**config.mk**
```make
export PLATFORM = sky130hd
export DESIGN_NAME = cnt_disp_flat
export DESIGN_NICKNAME = d
export VERILOG_FILES = /design/src/rtl/cnt_disp_if.sv /design/src/rtl/cnt_disp.sv /design/src/flat_wrapper.sv
export SDC_FILE = /design/constraint.sdc
export NUM_CORES = 1
export LEC_CHECK = 0
export ABC_CLOCK_PERIOD_IN_PS = 2400
export CAP_MARGIN = 5
export CORE_ASPECT_RATIO = 1.5
export CORE_MARGIN = 4
export CORE_UTILIZATION = 50
export CTS_CLUSTER_SIZE = 25
export DETAILED_ROUTE_END_ITERATION = 6
export PLACE_DENSITY = 0.75
export SYNTH_ARGS = -nofsm -noshare
export SYNTH_HDL_FRONTEND = slang
export SYNTH_SLANG_ARGS = --single-unit
export TNS_END_PERCENT = 50
```
**constraint.sdc**
```tcl
create_clock -name clk -period 2.4 [get_ports clk]
set_input_delay 0.24 -clock clk [delete_from_list [all_inputs] [get_ports clk]]
set_output_delay 0.24 -clock clk [all_outputs]
set_load 0.05 [all_outputs]
```
**src/rtl/cnt_disp_if.sv**
```systemverilog
// Display-side bundle for the mod-18 counter display stage: the counter value
// flows in, segment/anode drive and the wrap pulse flow out.
interface cnt_disp_if;
  logic [4:0] cnt;
  logic [6:0] seg;
  logic [1:0] an;
  logic       wrap;

  modport master (output cnt, input seg, an, wrap);
  modport slave  (input cnt, output seg, an, wrap);
endinterface

```
**src/rtl/cnt_disp.sv**
```systemverilog
// Two-digit multiplexed common-anode 7-segment driver for a modulo-(MAX_VAL+1)
// counter, with a one-cycle pulse on every MAX_VAL->0 wrap.
module cnt_disp #(
  parameter int unsigned SCAN_DIV = 1000,
  parameter int unsigned MAX_VAL  = 17
) (
  input logic     clk,
  input logic     rstn,
  cnt_disp_if.slave bus
);

  localparam int unsigned     DIV_W    = (SCAN_DIV > 1) ? $clog2(SCAN_DIV) : 1;
  localparam logic [DIV_W-1:0] DIV_LAST = DIV_W'(SCAN_DIV - 1);
  localparam logic [4:0]       MAX_CNT  = 5'(MAX_VAL);

  localparam logic [6:0] SEG_BLANK = 7'h7F;
  localparam logic [6:0] SEG_DASH  = 7'h3F;

  logic [4:0]       cnt_q;
  logic [DIV_W-1:0] div_q, div_d;
  logic             digit_sel_q, digit_sel_d;
  logic             wrap_q, wrap_d;
  logic [6:0]       seg_q, seg_d;
  logic [1:0]       an_q, an_d;

  logic [3:0] tens, units;
  logic       div_done;

  function automatic logic [6:0] glyph(input logic [3:0] digit);
    case (digit)
      4'd0:    glyph = 7'h40;
      4'd1:    glyph = 7'h79;
      4'd2:    glyph = 7'h24;
      4'd3:    glyph = 7'h30;
      4'd4:    glyph = 7'h19;
      4'd5:    glyph = 7'h12;
      4'd6:    glyph = 7'h02;
      4'd7:    glyph = 7'h78;
      4'd8:    glyph = 7'h00;
      4'd9:    glyph = 7'h10;
      default: glyph = SEG_BLANK;
    endcase
  endfunction

  always_comb begin
    // NOTE: every combinational output gets a default first so no path can infer a latch.
    tens        = 4'(cnt_q / 5'd10);
    units       = 4'(cnt_q % 5'd10);

    // Any divider value at or past the terminal count returns to zero.
    div_done    = (div_q >= DIV_LAST);
    div_d       = div_done ? '0 : div_q + 1'b1;
    digit_sel_d = digit_sel_q ^ div_done;

    wrap_d      = (cnt_q == MAX_CNT) && (bus.cnt == 5'd0);

    an_d        = digit_sel_q ? 2'b01 : 2'b10;
    seg_d       = SEG_BLANK;
    if (cnt_q > MAX_CNT) begin
      seg_d = SEG_DASH;
    end else if (!digit_sel_q) begin
      seg_d = glyph(units);
    end else if (tens != 4'd0) begin
      seg_d = glyph(tens);
    end
  end

  // NOTE: sequential state uses non-blocking assignments so every flop samples pre-edge values.
  always_ff @(posedge clk or negedge rstn) begin
    if (!rstn) begin
      cnt_q       <= '0;
      div_q       <= '0;
      digit_sel_q <= 1'b0;
      wrap_q      <= 1'b0;
      seg_q       <= SEG_BLANK;
      an_q        <= 2'b11;
    end else begin
      cnt_q       <= bus.cnt;
      div_q       <= div_d;
      digit_sel_q <= digit_sel_d;
      wrap_q      <= wrap_d;
      seg_q       <= seg_d;
      an_q        <= an_d;
    end
  end

  assign bus.seg  = seg_q;
  assign bus.an   = an_q;
  assign bus.wrap = wrap_q;

endmodule

```
**src/flat_wrapper.sv**
```systemverilog
// flat-port wrapper written by rule: the top's interface ports become plain ports
module cnt_disp_flat 
#(
  parameter int unsigned SCAN_DIV = 1000,
  parameter int unsigned MAX_VAL  = 17
)
  (clk, rstn, bus_cnt, bus_seg, bus_an, bus_wrap);
  cnt_disp_if bus_i ();
  input logic clk;
  input logic rstn;
  input wire logic [$bits(bus_i.cnt)-1:0] bus_cnt;
  output wire logic [$bits(bus_i.seg)-1:0] bus_seg;
  output wire logic [$bits(bus_i.an)-1:0] bus_an;
  output wire logic [$bits(bus_i.wrap)-1:0] bus_wrap;
  assign bus_i.cnt = bus_cnt;
  assign bus_seg = bus_i.seg;
  assign bus_an = bus_i.an;
  assign bus_wrap = bus_i.wrap;
  cnt_disp #(.SCAN_DIV(SCAN_DIV), .MAX_VAL(MAX_VAL)) u_core (.clk(clk), .rstn(rstn), .bus(bus_i));
endmodule
```
==> out/qor.yml, run 1 <==
status: "complete, but fails checks"
violations: "setup timing"
final_max_slew_viol_count: 0
synthToLayoutAreaGrowth_pct: 25.4
yosys_warnings: 0
fp.dieH_um: 76.7
powerDensity_nw_per_um2: 574
finalSetupViolCount: 3
grt_first_pass_wirelength_um: 5510
path_clk_slew_ns: 0.08
drt-total-wl_um: 3260
clkLatencyLatePin_ns: 0.26
critPathRequiredTime_ns: 2.57
synthTopCellsByCount: "dfrtp_1 (17), nor2_1 (13), ha_1 (12)"
final_cell_area_um2: 1970
grt.total_usage_pct: 17.6
cts_buffers: 3
tightest_slew_ns: 0.564
antenna_found_initial: 0
vdd_ir_drop_max_mv: 0.281
core-area_um2: 2970
synthCells: 149
fin_nets: 200
port_buffers: 16
grt_max_degree: 27
clock-sinks: 26
worst_hold_path_type: "in2async"
max-slew-margin-rel_pct: 62.0
htreeDepth: 1
detail_route.vias_per_cell: 5.58
yosysTopAreaCellShare_pct: 27.1
clockRootBuffer: "clkbuf_8"
path_max_fanout: 5
synthTopCellsByArea: "dfrtp_1 (27%), dfstp_2 (15%), ha_1 (9.6%)"
drt_iter0_markers: 19
path_class: "reg2reg"
endpoint_kind: "flip-flop"
die_x_um: 53.8
route.detailed.drc: 0
period_share_pct: 102
synth_edf_count: 0
clockBufferDepth: 2
setup_ws_ns: -0.0427
dr.pass1.iters: 4
n_antenna_cell: 0
startpoint_type: "flip-flop"
grt_pass1_vias: 1225
ff_latch_area_um2: 663
wl_per_cell_um: 14.9
die-area_um2: 4120
synth_most_common_cell: "dfrtp_1"
ys_types: 50
arrival_ns: 2.62
dp_hpwl_um: 2560
p_leak_nw: 0.826
dr_total_vias: 1222
async_flop_share_pct: 100
post-route-util_pct: 66.3
synth_seq_cells: 26
ys_seq_area_share_pct: 42.1
grt_overflow_total: 0
final_cells: 219
initial_core_util_pct: 52.9
yosysTopAreaCell: "dfrtp_1"
place_ws_ns: -0.0541
multi_input_area_um2: 890
syn_area_um2: 1570
post-route-min-period_ns: 2.44
placed_area_um2: 1890
grt_setup_unrepaired: "true"
ant_nets: 0
dp_cells: 212
fp-row-count: 24
yosys_most_used_dff: "dfrtp_1"
postSynthAreaPerCell_um2: 10.5
num_io_pins: 17
drv_cap: 0
place_congestion: 0.857
max_clock_freq_ghz: 0.409
fillers: 226
synthesis.nets: 168
drive_gt1_share_pct: 31.7
timing.hold.ws_ns: 0.338
tritoncts: "built"
skew_ns: 0.00145
final-hold-violation-count: 0
## kinds of logic (layout without fill, tap and decap cells)
family,after synthesis,after routing,synth area share (%)
compound gates,42,42,22.5
xor+xnor,7,7,4.38
simple gates,44,44,14.4
buf+inv,14,45,3.66
fa+ha+maj,12,12,9.55
mux,4,4,3.34
flops,26,26,42.1
## worst max-delay path, cell delays in order (launching register included)
cell      delay, ns
dfrtp_1        0.43
ha_4           0.19
o21ai_4        0.15
xnor2_2        0.15
ha_2           0.20
inv_2          0.05
a211o_1        0.28
o311ai_4       0.12
ha_2           0.25
nor2_2         0.04
a211o_1        0.23
a311oi_2       0.26
## layout by cell type (no fill, tap or decap), types with 2 or more instances in the layout
| cell type | synthesis | routed |
|---|---|---|
| a211o_1 | 2 | 2 |
| a21oi_1 | 7 | 7 |
| a31oi_1 | 2 | 2 |
| and3_1 | 3 | 3 |
| buf_4 | 1 | 16 |
| clkbuf_8 | 0 | 4 |
| clkdlybuf4s50_1 | 0 | 16 |
| dfrtp_1 | 17 | 16 |
| dfstp_2 | 9 | 9 |
| ha_1 | 12 | 8 |
| ha_2 | 0 | 3 |
| inv_1 | 9 | 7 |
| inv_2 | 0 | 2 |
| mux2i_1 | 3 | 3 |
| nand2_1 | 4 | 4 |
| nand2b_1 | 2 | 2 |
| nand3_1 | 9 | 8 |
| nor2_1 | 13 | 13 |
| nor3_1 | 3 | 3 |
| o211ai_1 | 2 | 2 |
| o21a_1 | 2 | 2 |
| o21ai_0 | 7 | 6 |
| o221ai_1 | 3 | 3 |
| o2bb2ai_1 | 2 | 2 |
| xnor2_1 | 3 | 3 |
| xor2_1 | 3 | 3 |
## stage by stage
stage | power, mW | setup TNS [ns]
finish | 1.13 | -0.0624
global route | 1.19 | -0.668
CTS | 1.14 | -0.0788
detailed placement | 0.862 | -0.0852
global placement | 0.852 | 0
floorplan | 0.742 | -0.345
## worst paths after layout
kind,slack [ns],startpoint,to,depth (start not counted)
max reg2reg,-0.04,u_core.cnt_q[2]$_DFF_PN0_,u_core.bus.seg[6]$_DFF_PN1_,11
min reg2reg,0.46,u_core.div_q[0]$_DFF_PN0_,u_core.div_q[0]$_DFF_PN0_,1
min in group clk,0.43,bus_cnt[3],u_core.cnt_q[3]$_DFF_PN0_,1
max in group asynchronous,1.77,rstn,u_core.bus.an[0]$_DFF_PN1_,2
min,0.34,rstn,u_core.div_q[2]$_DFF_PN0_,2
max,-0.04,u_core.cnt_q[2]$_DFF_PN0_,u_core.bus.seg[6]$_DFF_PN1_,11
## power breakdown
part | total (mW) | leakage, nW | switching, mW | internal (mW)
Clock | 0.269 | 0.0288 | 0.123 | 0.146
Sequential | 0.488 | 0.305 | 0.0112 | 0.477
Combinational | 0.375 | 0.492 | 0.219 | 0.156
## timing repair
item	in CTS	in global routing
pin swaps	1	7
setup endpoints to repair	4	7
buffers inserted	1	2
hold buffers	0	0
resized for setup	1	2
## state kept, by name, summed over array words and instances (netlist names)
signal and count:
u_core.bus.an 2, u_core.bus.seg 7, u_core.bus.wrap 1, u_core.cnt_q 5, u_core.digit_sel_q 1, u_core.div_q 10
## routing by layer
layer  vias up  share of wire, %  track usage [%]
li1        601                 -                -
met1       602                41             20.7
met2        17                56             30.2
met3         2               2.7             2.13
met4         0              0.28             8.18
met5         -                 0                0
## area by class of cell
type	instances	share of cell area (%)
clock buffers	4	2.79
inverters	9	1.71
multi-input cells	109	45.1
flip-flops and latches	26	33.7
well taps	39	2.48
repair buffers	32	14.2
Power figures use the tool's default switching activity.
==> inputs of run 2 (changes only) <==
CORE_UTILIZATION = 56   (was 50)
DONT_BUFFER_PORTS = 1   (was not set)
PLACE_DENSITY = 0.74   (was 0.75)
==> out/qor.yml, run 2 (same netlist as run 1, synthesis figures left out) <==
status: "finished clean"
synthToLayoutAreaGrowth_pct: 16.6
place_congestion: 0.794
drt-total-wl_um: 3220
path_max_fanout: 5
fp.dieH_um: 72.9
dp_cells: 191
post-route-util_pct: 68.4
top_usage_layer: "met2"
die_x_um: 51.3
clkLatencyLatePin_ns: 0.27
timing.hold.ws_ns: 0.0373
worstPathCellList: "ha_4 > o21ai_4 > xnor2_2 > ha_2 > inv_2 > a211o_1 > o311ai_4 > ha_2 > nor2_2 > a211o_1 > a311oi_2"
powerDensity_nw_per_um2: 575
drt_iter0_markers: 43
post-route-min-period_ns: 2.39
drive_gt1_share_pct: 30.3
grt_setup_unrepaired: "true"
use_met1_pct: 22.9
grt_overflow_total: 0
n_antenna_cell: 0
endpoint_kind: "flip-flop"
ant_nets: 0
fin_nets: 185
htreeDepth: 1
reg2reg_depth: 11
finalSetupViolCount: 0
final_cells: 202
most-common-layout-cells: "dfrtp_1 (16), nor2_1 (13), buf_4 (10)"
initial_core_util_pct: 58.7
r2r_start: "u_core.cnt_q[2]$_DFF_PN0_"
period_share_pct: 99.7
clockBufferDepth: 2
reg2reg_slack_ns: 0.008
dr_total_vias: 1173
critPathRequiredTime_ns: 2.58
grt_first_pass_wirelength_um: 5510
min_path_cells: 1
p_leak_nw: 0.764
tritoncts: "built"
path_class: "reg2reg"
grt_pass1_vias: 1171
top_register: "u_core.div_q"
wl_per_cell_um: 15.9
dp_hpwl_um: 2510
r2r-end: "u_core.bus.seg[6]$_DFF_PN1_"
num_io_pins: 17
final_max_slew_viol_count: 0
final_common_cell: "dfrtp_1"
grt_max_degree: 27
hold_end: "u_core.bus.wrap$_DFF_PN0_"
tns_ns: 0
max-slew-margin-rel_pct: 62.0
ff_latch_area_um2: 663
path_clk_slew_ns: 0.09
arrival_ns: 2.57
skew_ns: 0.00713
die-area_um2: 3740
multi_input_area_um2: 888
detail_route.vias_per_cell: 5.81
grt.total_usage_pct: 19.6
p_total_mw: 1.05
clock-sinks: 26
route.detailed.drc: 0
dr.pass1.iters: 4
met2_usage_pct: 35.0
port_buffers: 0
worst_hold_path_type: "in2reg"
startpoint_type: "flip-flop"
core-area_um2: 2680
final-hold-violation-count: 0
use_met3_pct: 2.25
fillers: 218
largest_reg_flops: 10
drv_cap: 0
cts_buffers: 3
cp_slowest_cell: "dfrtp_1"
fp-row-count: 23
tightest_slew_ns: 0.564
vdd_ir_drop_max_mv: 0.379
clockRootBuffer: "clkbuf_8"
max_clock_freq_ghz: 0.418
antenna_found_initial: 0
critPathMaxStageDelay_ns: 0.43
worstHoldStart: "bus_cnt[1]"
run 2: cell types whose count changed in the layout (fill, tap and decap cells not counted):
cell             change
buf_12               +1
clkbuf_8             -1
clkdlybuf4s50_1     -16
o22a_2               -1
buf_4                -6
o22a_1               +1
dlygate4sd3_1        +6
clkinv_1             +1
run 2: metal layers:
metal | up-vias | wire length (um)
met3 | 8 | 51
met4 | 0 | 88
met2 | 20 | 1750
met1 | 577 | 1320
li1 | 568 | -
met5 | - | 0
run 2: worst max-delay path by stage:
stage                               from                          end  slack [ns]  cells after the start
2_1_floorplan  u_core.cnt_q[3]$_DFF_PN0_  u_core.bus.seg[6]$_DFF_PN1_       -0.15                     12
3_3_place_gp   u_core.cnt_q[2]$_DFF_PN0_  u_core.bus.seg[1]$_DFF_PN1_        0.03                     11
3_5_place_dp   u_core.cnt_q[2]$_DFF_PN0_  u_core.bus.seg[6]$_DFF_PN1_       -0.04                     11
4_1_cts        u_core.cnt_q[2]$_DFF_PN0_  u_core.bus.seg[6]$_DFF_PN1_       -0.03                     11
5_1_grt        u_core.cnt_q[2]$_DFF_PN0_  u_core.bus.seg[5]$_DFF_PN1_       -0.10                     12
6_report       u_core.cnt_q[2]$_DFF_PN0_  u_core.bus.seg[6]$_DFF_PN1_       0.008                     11
run 2: metrics by stage:
stage               worst slack, ns  cell area (um2)
global placement             0.0302             1700
detailed placement          -0.0425             1700
CTS                         -0.0263             1830
floorplan                    -0.145             1610
finish                      0.00810             1830
global route                 -0.103             1830
run 2: cell type report:
cell class                      count  share of cell area [%]
Clock buffer                        3                    2.25
Sequential cell                    26                    36.2
Timing Repair Buffer               17                    8.47
Tap cell                           37                    2.53
Inverter                            9                    1.84
Clock inverter                      1                   0.205
Multi-Input combinational cell    109                    48.5
run 2: critical path, delay by kind of cell, from the launching register on:
kind                     cells  cell delay [ns]
AO/OA/AOI/OAI                5             1.02
adder cells (fa/ha/maj)      3             0.62
flip-flops                   1             0.43
XOR/XNOR                     1             0.14
buffers and inverters        1             0.06
AND/OR/NAND/NOR              1             0.04
run 2: where the power goes:
part | switching, mW | internal [mW]
Sequential | 0.0885 | 0.481
Clock | 0.126 | 0.114
Combinational | 0.132 | 0.111
run 2: timing repair:
| action | in CTS | in global routing |
|---|---|---|
| cloned | 0 | 0 |
| endpoints found under the hold margin | 31 | 0 |
| setup buffers | 0 | 0 |
| setup endpoints to repair | 4 | 6 |
| pin swaps | 3 | 2 |
| gates resized for setup | 0 | 2 |
| hold buffers | 7 | 0 |
